File: config.mk
export PLATFORM = sky130hd
export DESIGN_NAME = ghash_ctrl_flat
export DESIGN_NICKNAME = d
export VERILOG_FILES = /design/src/rtl/ghash_ctrl_if.sv /design/src/rtl/ghash_ctrl.sv /design/src/flat_wrapper.sv
export SDC_FILE = /design/constraint.sdc
export NUM_CORES = 1
export LEC_CHECK = 0
export CORE_AREA = 4 4 302 304
export CTS_CLUSTER_DIAMETER = 120
export DETAILED_ROUTE_END_ITERATION = 10
export DIE_AREA = 0 0 306 308
export GPL_ROUTABILITY_DRIVEN = 0
export GPL_TIMING_DRIVEN = 0
export HOLD_SLACK_MARGIN = 0.03
export SLEW_MARGIN = 5
export SYNTH_ARGS = -nofsm -noshare
export SYNTH_HDL_FRONTEND = slang
export SYNTH_SLANG_ARGS = --single-unit
File: constraint.sdc
create_clock -name clk -period 3.19 [get_ports clk]
set_input_delay 0.638 -clock clk [delete_from_list [all_inputs] [get_ports clk]]
set_output_delay 0.638 -clock clk [all_outputs]
set_load 0.02 [all_outputs]
File: src/rtl/ghash_ctrl_if.sv
// Block-stream and tag handshake bundle for the GHASH sequencer.
// Handshake rule for both channels: a transfer happens on a rising clock
// edge where valid and ready are both high. Once valid is raised it is held
// with stable payload until that edge. ready is a registered signal and
// never depends combinationally on valid.
interface ghash_ctrl_if;
  logic         blk_valid;
  logic         blk_ready;
  logic [127:0] blk_data;
  logic         blk_last;
  logic         tag_valid;
  logic         tag_ready;
  logic [127:0] tag;

  // Producer/consumer side: supplies blocks, takes the tag.
  modport master (
    output blk_valid, blk_data, blk_last, tag_ready,
    input  blk_ready, tag_valid, tag
  );

  // Controller side.
  modport slave (
    input  blk_valid, blk_data, blk_last, tag_ready,
    output blk_ready, tag_valid, tag
  );
endinterface

File: src/rtl/ghash_ctrl.sv
// GHASH sequencer: holds H and the running accumulator, feeds one
// (acc ^ X_i, H) operand pair per accepted block to an external GF(2^128)
// multiplier, and presents the final accumulator as a tag.
module ghash_ctrl #(
  parameter int MUL_LAT = 1
) (
  input  logic         clk,
  input  logic         rst_n,
  input  logic         clear,
  input  logic [127:0] h_in,
  input  logic         h_load,
  output logic         h_valid,
  ghash_ctrl_if.slave  bus,
  output logic         busy,
  output logic [127:0] mul_x,
  output logic [127:0] mul_y,
  input  logic [127:0] mul_z,
  output logic [1:0]   dbg_state
);

  // Counter wide enough to hold MUL_LAT; at least one bit when combinational.
  localparam int CW = (MUL_LAT > 0) ? $clog2(MUL_LAT + 1) : 1;

  typedef enum logic [1:0] {
    S_IDLE   = 2'd0,
    S_ACCEPT = 2'd1,
    S_WAIT   = 2'd2,
    S_DONE   = 2'd3
  } state_t;

  state_t         state;
  logic [127:0]   h_q;
  logic [127:0]   acc;
  logic           last_q;
  logic [CW-1:0]  cnt;
  logic           blk_ready_q;
  logic           tag_valid_q;
  logic           accept;

  assign bus.blk_ready = blk_ready_q;
  assign bus.tag_valid = tag_valid_q;
  assign bus.tag       = acc;
  assign dbg_state     = state;
  assign accept        = bus.blk_valid & blk_ready_q;

  // Controller FSM; handshake outputs are registered alongside the state.
  always_ff @(posedge clk or negedge rst_n) begin
    if (!rst_n) begin
      state       <= S_IDLE;
      h_q         <= '0;
      acc         <= '0;
      mul_x       <= '0;
      mul_y       <= '0;
      last_q      <= 1'b0;
      cnt         <= '0;
      h_valid     <= 1'b0;
      blk_ready_q <= 1'b0;
      tag_valid_q <= 1'b0;
      busy        <= 1'b0;
    end else if (clear && state != S_IDLE) begin
      // Abort: drop the message or pending tag, keep the key. Any product
      // still in the multiplier is simply never captured.
      acc         <= '0;
      tag_valid_q <= 1'b0;
      busy        <= 1'b0;
      blk_ready_q <= 1'b1;
      state       <= S_ACCEPT;
    end else begin
      case (state)
        S_IDLE: begin
          if (h_load) begin
            h_q         <= h_in;
            h_valid     <= 1'b1;
            blk_ready_q <= 1'b1;
            state       <= S_ACCEPT;
          end
        end
        S_ACCEPT: begin
          if (accept) begin
            // The block is paired with the key as it stands before this edge;
            // a same-cycle h_load is dropped because the message is now busy.
            mul_x       <= acc ^ bus.blk_data;
            mul_y       <= h_q;
            last_q      <= bus.blk_last;
            busy        <= 1'b1;
            cnt         <= CW'(MUL_LAT);
            blk_ready_q <= 1'b0;
            state       <= S_WAIT;
          end else if (h_load && !busy) begin
            h_q <= h_in;
          end
        end
        S_WAIT: begin
          if (cnt == '0) begin
            acc <= mul_z;
            if (last_q) begin
              tag_valid_q <= 1'b1;
              state       <= S_DONE;
            end else begin
              blk_ready_q <= 1'b1;
              state       <= S_ACCEPT;
            end
          end else begin
            cnt <= cnt - CW'(1);
          end
        end
        S_DONE: begin
          if (bus.tag_ready) begin
            acc         <= '0;
            busy        <= 1'b0;
            tag_valid_q <= 1'b0;
            blk_ready_q <= 1'b1;
            state       <= S_ACCEPT;
          end
        end
        default: begin
          state <= S_IDLE;
        end
      endcase
    end
  end

endmodule

File: src/flat_wrapper.sv
// flat-port wrapper written by rule: the top's interface ports become plain ports
module ghash_ctrl_flat 
#(
  parameter int MUL_LAT = 1
)
  (clk, rst_n, clear, h_in, h_load, h_valid, busy, mul_x, mul_y, mul_z, dbg_state, bus_blk_valid, bus_blk_data, bus_blk_last, bus_tag_ready, bus_blk_ready, bus_tag_valid, bus_tag);
  ghash_ctrl_if bus_i ();
  input  logic clk;
  input  logic rst_n;
  input  logic clear;
  input  logic [127:0] h_in;
  input  logic h_load;
  output logic h_valid;
  output logic busy;
  output logic [127:0] mul_x;
  output logic [127:0] mul_y;
  input  logic [127:0] mul_z;
  output logic [1:0] dbg_state;
  input wire logic [$bits(bus_i.blk_valid)-1:0] bus_blk_valid;
  input wire logic [$bits(bus_i.blk_data)-1:0] bus_blk_data;
  input wire logic [$bits(bus_i.blk_last)-1:0] bus_blk_last;
  input wire logic [$bits(bus_i.tag_ready)-1:0] bus_tag_ready;
  output wire logic [$bits(bus_i.blk_ready)-1:0] bus_blk_ready;
  output wire logic [$bits(bus_i.tag_valid)-1:0] bus_tag_valid;
  output wire logic [$bits(bus_i.tag)-1:0] bus_tag;
  assign bus_i.blk_valid = bus_blk_valid;
  assign bus_i.blk_data = bus_blk_data;
  assign bus_i.blk_last = bus_blk_last;
  assign bus_i.tag_ready = bus_tag_ready;
  assign bus_blk_ready = bus_i.blk_ready;
  assign bus_tag_valid = bus_i.tag_valid;
  assign bus_tag = bus_i.tag;
  ghash_ctrl #(.MUL_LAT(MUL_LAT)) u_core (.clk(clk), .rst_n(rst_n), .clear(clear), .h_in(h_in), .h_load(h_load), .h_valid(h_valid), .bus(bus_i), .busy(busy), .mul_x(mul_x), .mul_y(mul_y), .mul_z(mul_z), .dbg_state(dbg_state));
endmodule
* Word level (Yosys, flattened, before mapping)
Index checks and enable logic that the tools add are counted.
** Word-level totals
- Logic and storage cells :: 78
- Bits in registers :: 520
- Bits of input ports :: 391
** Operators by class
- Bitwise operators :: 3
- Equal/unequal tests :: 13
- Add/subtract/negate cells :: 1
- Reductions and logical operators :: 18
- Multiplexer cells :: 32
** Operators by type and width (number)
- 128-bit two-way mux :: 6
- 128-bit one-hot mux with 2 select lines :: 2
- 128-bit bitwise XOR :: 1
- 3-bit AND reduction :: 5
- 1-bit two-way mux :: 13
- 2-bit two-way mux :: 6
- 5-bit AND reduction :: 2
- 2-bit one-hot mux with 4 select lines :: 1
- 4-bit AND reduction :: 2
- 3-bit by 1-bit != test with 1-bit output, second input constant :: 2
- 3-bit by 2-bit != test with 1-bit output, second input constant :: 2
- 3-bit != test, second input constant :: 2
- 1-bit one-hot mux with 2 select lines :: 3
- 2-bit nonzero test :: 3
- 3-bit nonzero test :: 2
- 2-bit == test, second input constant :: 2
- 2-bit by 1-bit != test with 1-bit output, second input constant :: 2
- 2-bit != test, second input constant :: 2
- 1-bit one-hot mux with 4 select lines :: 1
- 2-bit by 1-bit == test with 1-bit output, second input constant :: 1
- 1-bit logical AND :: 2
- 2-bit zero test :: 1
- 1-bit AND :: 1
- 1-bit zero test :: 1
- other kinds (2) :: 2

* Longest topological paths before layout
Gate-level depths: netlist of run 1.
- Depth in word-level cells :: 5
- Mapped depth :: 10
- Mapped depth without buffers :: 6

* Least setup slack after synthesis of run 1
OpenSTA, ideal clock, no wires.
- Kind :: register -> register
- Start point :: reg u_core.state[0] (netlist: u_core.dbg_state[0])
- End point :: reg u_core.mul_y[40]
- Arrival :: 1.961 ns
- Path slack :: 1.105 ns
- Stages on the path, launching flop included :: 9
- Path buffers :: 3
- Path through :: dfrtp_1 -> inv_1 -> ha_1 -> nand2b_2 -> nand4_4 -> buf_4 -> buf_6 -> buf_6 -> mux2_2
** Between the ends
- Cells in the longest elaborated chain, start to end :: 4
- Elaborated cells between the ends (all ways) :: 5
- Those cells by class :: 1 x eq/ne; 1 x bitwise; 3 x reduce/logical
** RTL lines
- start, declared :: RTL line ghash_ctrl.sv:31 : state_t state;
- start signal, assigned :: RTL line ghash_ctrl.sv:49 : state <= S_IDLE;
- start signal, assigned :: RTL line ghash_ctrl.sv:67 : state <= S_ACCEPT;
- start signal, assigned :: RTL line ghash_ctrl.sv:75 : state <= S_ACCEPT;
- 2-bit nonzero test :: RTL line ghash_ctrl.sv:60 : end else if (clear && state != S_IDLE) begin
- 1-bit logical AND :: RTL line ghash_ctrl.sv:60
- 1-bit inverter (no source line)
- 3-bit AND reduction (no source line) *
- end signal, assigned :: RTL line ghash_ctrl.sv:83 : mul_y <= h_q;
- end, declared :: RTL line ghash_ctrl.sv:16 : output logic [127:0] mul_y,
Mark *: on every way between the ends. The rest lies on a longest branch, timed or not.
A chain may end at the register's enable or synchronous reset.

* Final worst setup path of run 1
- Start point :: reg u_core.state[1] (netlist: u_core.dbg_state[1])
- End point :: reg u_core.mul_x[118]
** Between the ends
- Cells in the longest elaborated chain, start to end :: 4
- Elaborated cells between the ends (all ways) :: 5
- Those cells by class :: 1 x eq/ne; 1 x bitwise; 3 x reduce/logical
** RTL lines
- 2-bit nonzero test :: RTL line ghash_ctrl.sv:60
- 1-bit logical AND :: RTL line ghash_ctrl.sv:60
- 1-bit inverter (no source line)
- 3-bit AND reduction (no source line) *
- end signal, assigned :: RTL line ghash_ctrl.sv:82 : mul_x <= acc ^ bus.blk_data;
- end, declared :: RTL line ghash_ctrl.sv:15 : output logic [127:0] mul_x,
Marked as above.

==> results of run 1 <==
==> cell usage in the layout, fill, tap and decap left out, drive strengths merged <==
master	n
mux2	260
a31oi	2
diode	7
buf	70
ha	5
xnor2	128
a32o	2
a21o	1
a21oi	5
clkbuf	118
clkdlybuf4s15	1
nor2b	4
o21ai	257
o21a	2
bufinv	1
nor2	3
nand4	2
mux2i	3
clkinvlp	2
a32oi	1
clkdlybuf4s50	779
clkinv	17
inv	5
or2	2
nand2	389
nand2b	2
dfrtp	520
==> final timing paths <==
check                           slack, ns           startpoint                 end
worst max-delay path                 0.30  u_core.dbg_state[1]   u_core.mul_x[118]
worst min-delay path                 0.08                rst_n    u_core.mul_y[65]
worst max register to register       0.30  u_core.dbg_state[1]   u_core.mul_x[118]
worst min register to register       0.46       u_core.h_valid      u_core.h_valid
max in group asynchronous            1.33                rst_n  u_core.bus.tag[88]
min in group clk                     0.46       u_core.h_valid      u_core.h_valid
==> state kept, by name (all words and copies together) (netlist names) <==
signal                flops
u_core.busy               1
u_core.h_valid            1
u_core.cnt                1
u_core.bus.blk_ready      1
u_core.dbg_state          2
u_core.h_q              128
u_core.bus.tag          128
u_core.last_q             1
u_core.mul_x            128
u_core.bus.tag_valid      1
u_core.mul_y            128
==> area by class of cell <==
| cell class | count | area, µm² |
|---|---|---|
| fillers | 8759 | 56190 |
| clock buffers | 84 | 1700 |
| inverters | 3 | 11.26 |
| flip-flops and latches | 520 | 13010 |
| diodes | 7 | 17.52 |
| plain buffers | 99 | 611.8 |
| repair buffers | 785 | 7950 |
| multi-input cells | 1068 | 7077 |
| well taps | 1165 | 1458 |
| clock inverters | 22 | 209.0 |
==> critical path: cells and delay by family (launching register included) <==
family	cells	cell delay, ns
AOI/OAI and AO/OA	1	0.22
adders and majority gates	1	0.21
buffers and inverters	3	1.31
DFF	1	0.45
and+or+nand+nor	2	0.51
==> per-stage QoR <==
stage                     TNS (ns)  total power [mW]  cells
final                            0             35.12   3753
after detailed placement    -6.918             28.84   3640
after global routing             0             37.22   3751
after CTS                        0             35.67   3746
after floorplan                  0             20.11   1690
after global placement           -             28.69   3635
==> per-layer routing <==
metal	part of all wire, %	vias to the layer above	GRT usage (%)
met5	0.016	-	0
met4	3.2	2	5.200
met3	7.9	117	5.184
met2	49	550	27.61
met1	40	7740	19.88
li1	-	7343	-
==> power by group through the flow <==
stage	Combinational [mW]	Clock (mW)	Sequential, mW
finish	16.3	6.68	12.2
global route	17.5	7.15	12.6
CTS	16.6	6.87	12.2
detailed placement	16.6	0	12.3
global placement	16.4	0	12.3
floorplan	5.37	0	14.7
==> logic make-up after synthesis <==
kind of cell               count (synthesis)  synth area share [%]
AOI/OAI and AO/OA                        270                 6.649
xor gates and xnor gates                 128                 5.416
adders and majority gates                  5                0.3022
buffers and inverters                    102                 2.974
DFF                                      520                 62.86
muxes                                    263                 14.29
and+or+nand+nor                          402                 7.507
==> what timing repair did <==
item	CTS	global route
buffers inserted	0	0
setup endpoints to repair	0	2
gates resized for setup	0	3
==> metrics.log, run 1 <==
[metrics] Routed Wire Length: 79.50 mm
[metrics] Core Rows: 109
[metrics] clock transition at the registers of the reported paths: 0.06 ns
[metrics] largest cells by area after synthesis: dfrtp_1, mux2_2, nand2_1
[metrics] clock buffers created by TritonCTS: 59
[metrics] portion of synthesized cell area occupied by the leading cell type: 62.86%
[metrics] clock share of power: 19.0%
[metrics] VDD IR-drop max: 0.6074 mV
[metrics] TritonCTS Sinks: 520
[metrics] slew at the pin with the worst max-slew slack: 1.176 ns
[metrics] post-placement worst setup slack: -0.3702 ns
[metrics] TritonCTS clock tree: done
[metrics] most frequent cell after synthesis: dfrtp_1
[metrics] count of pins on the block boundary: 781
[metrics] effective utilization at floorplan: 23.46%
[metrics] final core area utilization: 36.32%
[metrics] leak pwr: 13.36 nW
[metrics] number of enable-type register cells in the synthesized netlist: 0
[metrics] most frequent cells after synthesis: dfrtp_1, nand2_1, mux2_2
[metrics] Hold Vio Cnt, Final: 0
[metrics] largest stage delay on the critical path: 0.89 ns
[metrics] required time of the critical path: 3.65 ns
[metrics] placed cell area: 0.03011 mm²
[metrics] cell type contributing the most total cell area after synthesis: dfrtp_1
[metrics] total grt overflow: 0
[metrics] final setup violation count: 0
[metrics] NumNets Final: 2,932
[metrics] count of unresolved DRC violations after routing: 0
[metrics] final design instance area without fill: 0.03205 mm²
[metrics] worst min-delay path category: in2async
[metrics] number of optimization iterations in the first detailed-route pass: 5
[metrics] startpoint type of the worst setup path: flip-flop
[metrics] share of cells above drive strength 1: 16.16%
[metrics] cell with the largest stage delay on the worst path: clkbuf_1
[metrics] count of warnings emitted by yosys: 0
[metrics] maximum number of pins on one net before global-route repair: 109
[metrics] routed vias/inst: 4.197
[metrics] signed area change from the synthesized netlist to the final layout: 54.82%
[metrics] count of unique library cells instantiated by Yosys: 30
[metrics] DR iter-0 viols: 675
[metrics] async set or reset register ratio after synthesis: 100.0%
[metrics] global-route usage over all layers: 16.34%
[metrics] slew margin rel.: 21.63%
[metrics] final hold slack: 0.08283 ns
[metrics] cell count after synthesis: 1,690
[metrics] flops & latches, synth: 520
[metrics] shortest clock period the worst path allows after layout: 2.894 ns
[metrics] wire length of the first global-routing pass: 115.2 mm
[metrics] peak clock frequency supported by timing: 345.6 MHz
[metrics] Post-CTS Hold Buffers: 0
[metrics] number of vias after detailed routing: 15,752
[metrics] net switching power: 13.61 mW
[metrics] number of pins with negative max-slew slack in the final report: 0
[metrics] die width: 306 µm
[metrics] number of levels in the clock H-tree: 2
[metrics] ordered cell list for the critical path: inv_1, ha_1, nand2b_2, nand4_4, buf_4, clkbuf_1, o21ai_0
[metrics] DIE AREA: 0.09425 mm²
[metrics] Root Driver: clkbuf_16
[metrics] Flop pwr share: 34.6%
[metrics] initial antenna violation count: 9
[metrics] Die Span Y: 308 µm
[metrics] outcome: finished, final reports clean
[metrics] DR WL/cell: 21.18 µm
[metrics] sequential element share of the synthesized area: 62.86%
[metrics] number of routed nets with antenna violations: 0
[metrics] post-synthesis net count: 2,086
[metrics] worst-path fanout max: 10
[metrics] kind of capture point of the worst setup path: flip-flop
[metrics] post-route worst setup slack: 0.2964 ns
[metrics] vias in the first global route: 16,699
[metrics] switching share of total power: 38.76%
[metrics] Avg Inst Size Synth: 12.25 µm²
[metrics] cell area power density: 1096 mW/mm²
[metrics] max-capacitance violation count: 0
[metrics] RSZ-0062 raised after global routing: no
[metrics] prevailing post-synth register cell: dfrtp_1
[metrics] Crit path arrival time: 3.35 ns
[metrics] clock skew: 0.01845 ns
[metrics] Core Footprint: 0.08824 mm²
[metrics] source-to-sink clock delay at the later pin of the worst-skew pair: 0.63 ns
[metrics] cell internal pwr: 21.51 mW
[metrics] post-detailed-placement half-perimeter wirelength: 61.43 mm
[metrics] post-synthesis instance area: 0.02070 mm²
[metrics] Combinational Power Share: 46.3%
[metrics] clock tree buffer depth: 3
[metrics] total of buffers placed on input and output ports: 780
[metrics] WS Path Type: reg2reg
[metrics] final period utilization: 90.71%
[metrics] worst r2r path cells: 7
Power figures use the tool's default switching activity.
==> inputs of run 2 (changes only) <==
--- a/config.mk
+++ b/config.mk
@@ -12,6 +12,7 @@
 export GPL_ROUTABILITY_DRIVEN = 0
 export GPL_TIMING_DRIVEN = 0
 export HOLD_SLACK_MARGIN = 0.03
+export SKIP_LAST_GASP = 1
 export SLEW_MARGIN = 5
 export SYNTH_ARGS = -nofsm -noshare
 export SYNTH_HDL_FRONTEND = slang
==> results of run 2 <==
No change in the layout: final DEF, timing and power equal those of run 1.
==> inputs of run 3 (changes only) <==
--- a/config.mk
+++ b/config.mk
@@ -5,13 +5,14 @@
 export SDC_FILE = /design/constraint.sdc
 export NUM_CORES = 1
 export LEC_CHECK = 0
-export CORE_AREA = 4 4 302 304
+export CORE_AREA = 4 4 301 303
 export CTS_CLUSTER_DIAMETER = 120
 export DETAILED_ROUTE_END_ITERATION = 10
-export DIE_AREA = 0 0 306 308
+export DIE_AREA = 0 0 305 307
 export GPL_ROUTABILITY_DRIVEN = 0
 export GPL_TIMING_DRIVEN = 0
 export HOLD_SLACK_MARGIN = 0.03
+export PLACE_DENSITY = 0.45
 export SKIP_LAST_GASP = 1
 export SLEW_MARGIN = 5
 export SYNTH_ARGS = -nofsm -noshare
==> run 3 against run 2 <==
Against the previous run:
- clock power up 6.4%
- final area rose by 0.43%
- sequential cell count is the same
- global-route usage increased by 0.80 points
==> metrics.log, run 3 (synthesis results as in run 1) <==
[metrics] outcome: finished, final reports clean
[metrics] NumNets Final: 2,934 (+0.068%)
[metrics] number of routed nets with antenna violations: 0 (unchanged)
[metrics] count of pins on the block boundary: 781 (unchanged)
[metrics] Total Power Consumption: 35.57 mW (+1.3%)
[metrics] die width: 305 µm (-0.33%)
[metrics] Combinational Power Share: 45.5% (-0.8 points)
[metrics] post-route insts no fill: 3,759 (+0.16%)
[metrics] number of pins with negative max-slew slack in the final report: 0 (unchanged)
[metrics] Core Footprint: 0.08797 mm² (-0.31%)
[metrics] peak clock frequency supported by timing: 346.9 MHz (+0.37%)
[metrics] Hold Vio Cnt, Final: 0 (unchanged)
[metrics] WS Path Type: reg2reg
[metrics] post-detailed-placement half-perimeter wirelength: 65.17 mm (+6.1%)
[metrics] number of vias after detailed routing: 15,887 (+0.86%)
[metrics] Root Driver: clkbuf_16
[metrics] TritonCTS Sinks: 520 (unchanged)
[metrics] global-route usage over all layers: 17.14% (+0.80 points)
[metrics] worst-path fanout max: 10 (unchanged)
[metrics] post-placement worst setup slack: -0.2341 ns (+0.1360 ns)
[metrics] Crit path arrival time: 3.43 ns (+0.08 ns)
[metrics] cell area power density: 1105 mW/mm² (+0.87%)
[metrics] Flop pwr share: 34.5% (about the same)
[metrics] count of unresolved DRC violations after routing: 0 (unchanged)
[metrics] Routed Wire Length: 83.28 mm (+4.8%)
[metrics] kind of capture point of the worst setup path: flip-flop
[metrics] clock transition at the registers of the reported paths: 0.06 ns (about the same)
[metrics] commonest non-fill, non-tap cells in the layout: clkdlybuf4s50_1, dfrtp_1, nand2_1
[metrics] RSZ-0062 raised after global routing: no
[metrics] initial antenna violation count: 23 (+14)
[metrics] TritonCTS clock tree: done
[metrics] final hold slack: 0.06487 ns (-0.01796 ns)
[metrics] DIE AREA: 0.09364 mm² (-0.65%)
[metrics] startpoint type of the worst setup path: flip-flop
[metrics] number of optimization iterations in the first detailed-route pass: 5 (unchanged)
[metrics] cell internal pwr: 21.95 mW (+2.0%)
[metrics] clock buffers created by TritonCTS: 61 (+3.4%)
[metrics] final setup violation count: 0 (unchanged)
[metrics] source-to-sink clock delay at the later pin of the worst-skew pair: 0.63 ns (about the same)
[metrics] final period utilization: 90.38% (-0.33 points)
[metrics] DR iter-0 viols: 644 (-4.6%)
[metrics] RR Startpoint: u_core.dbg_state[0]
[metrics] worst min-delay path category: in2async
[metrics] FF+latch area: 0.01301 mm² (unchanged)
[metrics] leak pwr: 13.40 nW (+0.32%)
[metrics] PostCTS Resize Cnt: 0 (unchanged)
[metrics] total grt overflow: 0 (unchanged)
[metrics] required time of the critical path: 3.74 ns (+0.09 ns)
[metrics] total of buffers placed on input and output ports: 780 (unchanged)
[metrics] switching share of total power: 38.31% (-0.45 points)
[metrics] shortest clock period the worst path allows after layout: 2.883 ns (-0.01057 ns)
[metrics] fill cell count: 8,686 (-0.83%)
[metrics] slew margin rel.: 43.79% (+22 points)
[metrics] max-capacitance violation count: 0 (unchanged)
[metrics] DR WL/cell: 22.16 µm (+4.6%)
[metrics] post-placement cell count: 3,640 (unchanged)
[metrics] signed area change from the synthesized netlist to the final layout: 55.48%
[metrics] clock share of power: 20.0% (+1.0 points)
[metrics] post-route worst setup slack: 0.3070 ns (+0.01057 ns)
[metrics] capture instance of the worst register-to-register path: u_core.bus.tag[5]
[metrics] clock tree buffer depth: 3 (unchanged)
[metrics] maximum number of pins on one net before global-route repair: 113 (+3.7%)
[metrics] clock skew: 0.01891 ns (+0.0004598 ns)
[metrics] net switching power: 13.63 mW (+0.12%)
[metrics] vias in the first global route: 17,090 (+2.3%)
[metrics] slew at the pin with the worst max-slew slack: 0.8431 ns (-0.3324 ns)
[metrics] Core Rows: 109 (unchanged)
[metrics] Die Span Y: 307 µm (-0.32%)
[metrics] most frequent standard cell in the layout excluding fill and tap cells: clkdlybuf4s50_1
[metrics] area occupied by multi-input gates: 0.007072 mm² (about the same)
[metrics] register-to-register setup slack: 0.31 ns (about the same)
[metrics] number of setup buffers added after CTS: 0 (unchanged)
[metrics] routed vias/inst: 4.226 (+0.70%)
[metrics] number of levels in the clock H-tree: 2 (unchanged)
[metrics] wire length of the first global-routing pass: 119.5 mm (+3.8%)
[metrics] share of cells above drive strength 1: 16.00% (-0.15 points)
[metrics] VDD IR-drop max: 0.4904 mV (-19%)
[metrics] Post-CTS Hold Buffers: 0 (unchanged)
[metrics] worst r2r path cells: 8 (+1)
[metrics] effective utilization at floorplan: 23.53% (+0.073 points)
[run 3: critical path, stage by stage, from the launching register on]
cell and delay [ns]:
dfrtp_1 0.44, inv_1 0.14, ha_1 0.20, nor2b_1 0.10
nor2_2 0.65, buf_2 0.42, clkbuf_1 0.57, nand2_1 0.15
o21ai_1 0.14
[run 3: metrics by stage]
step	utilization (%)	setup TNS, ns	area (µm²)
2_1_floorplan	-	0	20700
4_1_cts	36.55	0	32150
5_1_grt	36.57	0	32170
3_3_place_gp	34.06	-	29970
6_report	36.59	0	32180
3_5_place_dp	34.23	-2.049	30110
[run 3: worst max-delay path by stage]
stage	from	slack, ns	end	depth (start not counted)
final	u_core.dbg_state[0]	0.31	u_core.bus.tag[5]	8
after global routing	u_core.dbg_state[0]	0.11	u_core.bus.tag[5]	8
after CTS	u_core.dbg_state[0]	0.20	u_core.bus.tag[5]	8
after detailed placement	clear	-0.23	u_core.bus.tag[5]	7
after global placement	rst_n	-22.65	u_core.bus.tag[78]	1
after floorplan	u_core.dbg_state[0]	1.10	u_core.mul_y[40]	8
[run 3: layout make-up]
type                       count  share of cell area, %
clock inverter                16                 0.8320
inverter                       3                0.03499
buffer                        99                  1.878
clock buffer                  90                  5.517
antenna                       13                 0.1011
multi-input combinational   1068                  21.97
sequential                   520                  40.43
tap                         1165                  4.529
timing repair buffer         785                  24.70
[run 3: power groups by stage]
stage	combinational [mW]	clock [mW]	sequential (mW)
after floorplan	5.37	0	14.7
after global placement	16.4	0	12.3
after detailed placement	16.5	0	12.4
after CTS	16.6	7.40	12.3
after global routing	17.4	7.65	12.7
final	16.2	7.11	12.3
[run 3: routing by layer]
metal | wire length [µm] | global-route usage, %
met1 | 32710 | 19.80
met5 | 125 | 0
met2 | 41660 | 30.18
met4 | 2131 | 4.754
met3 | 6650 | 5.985
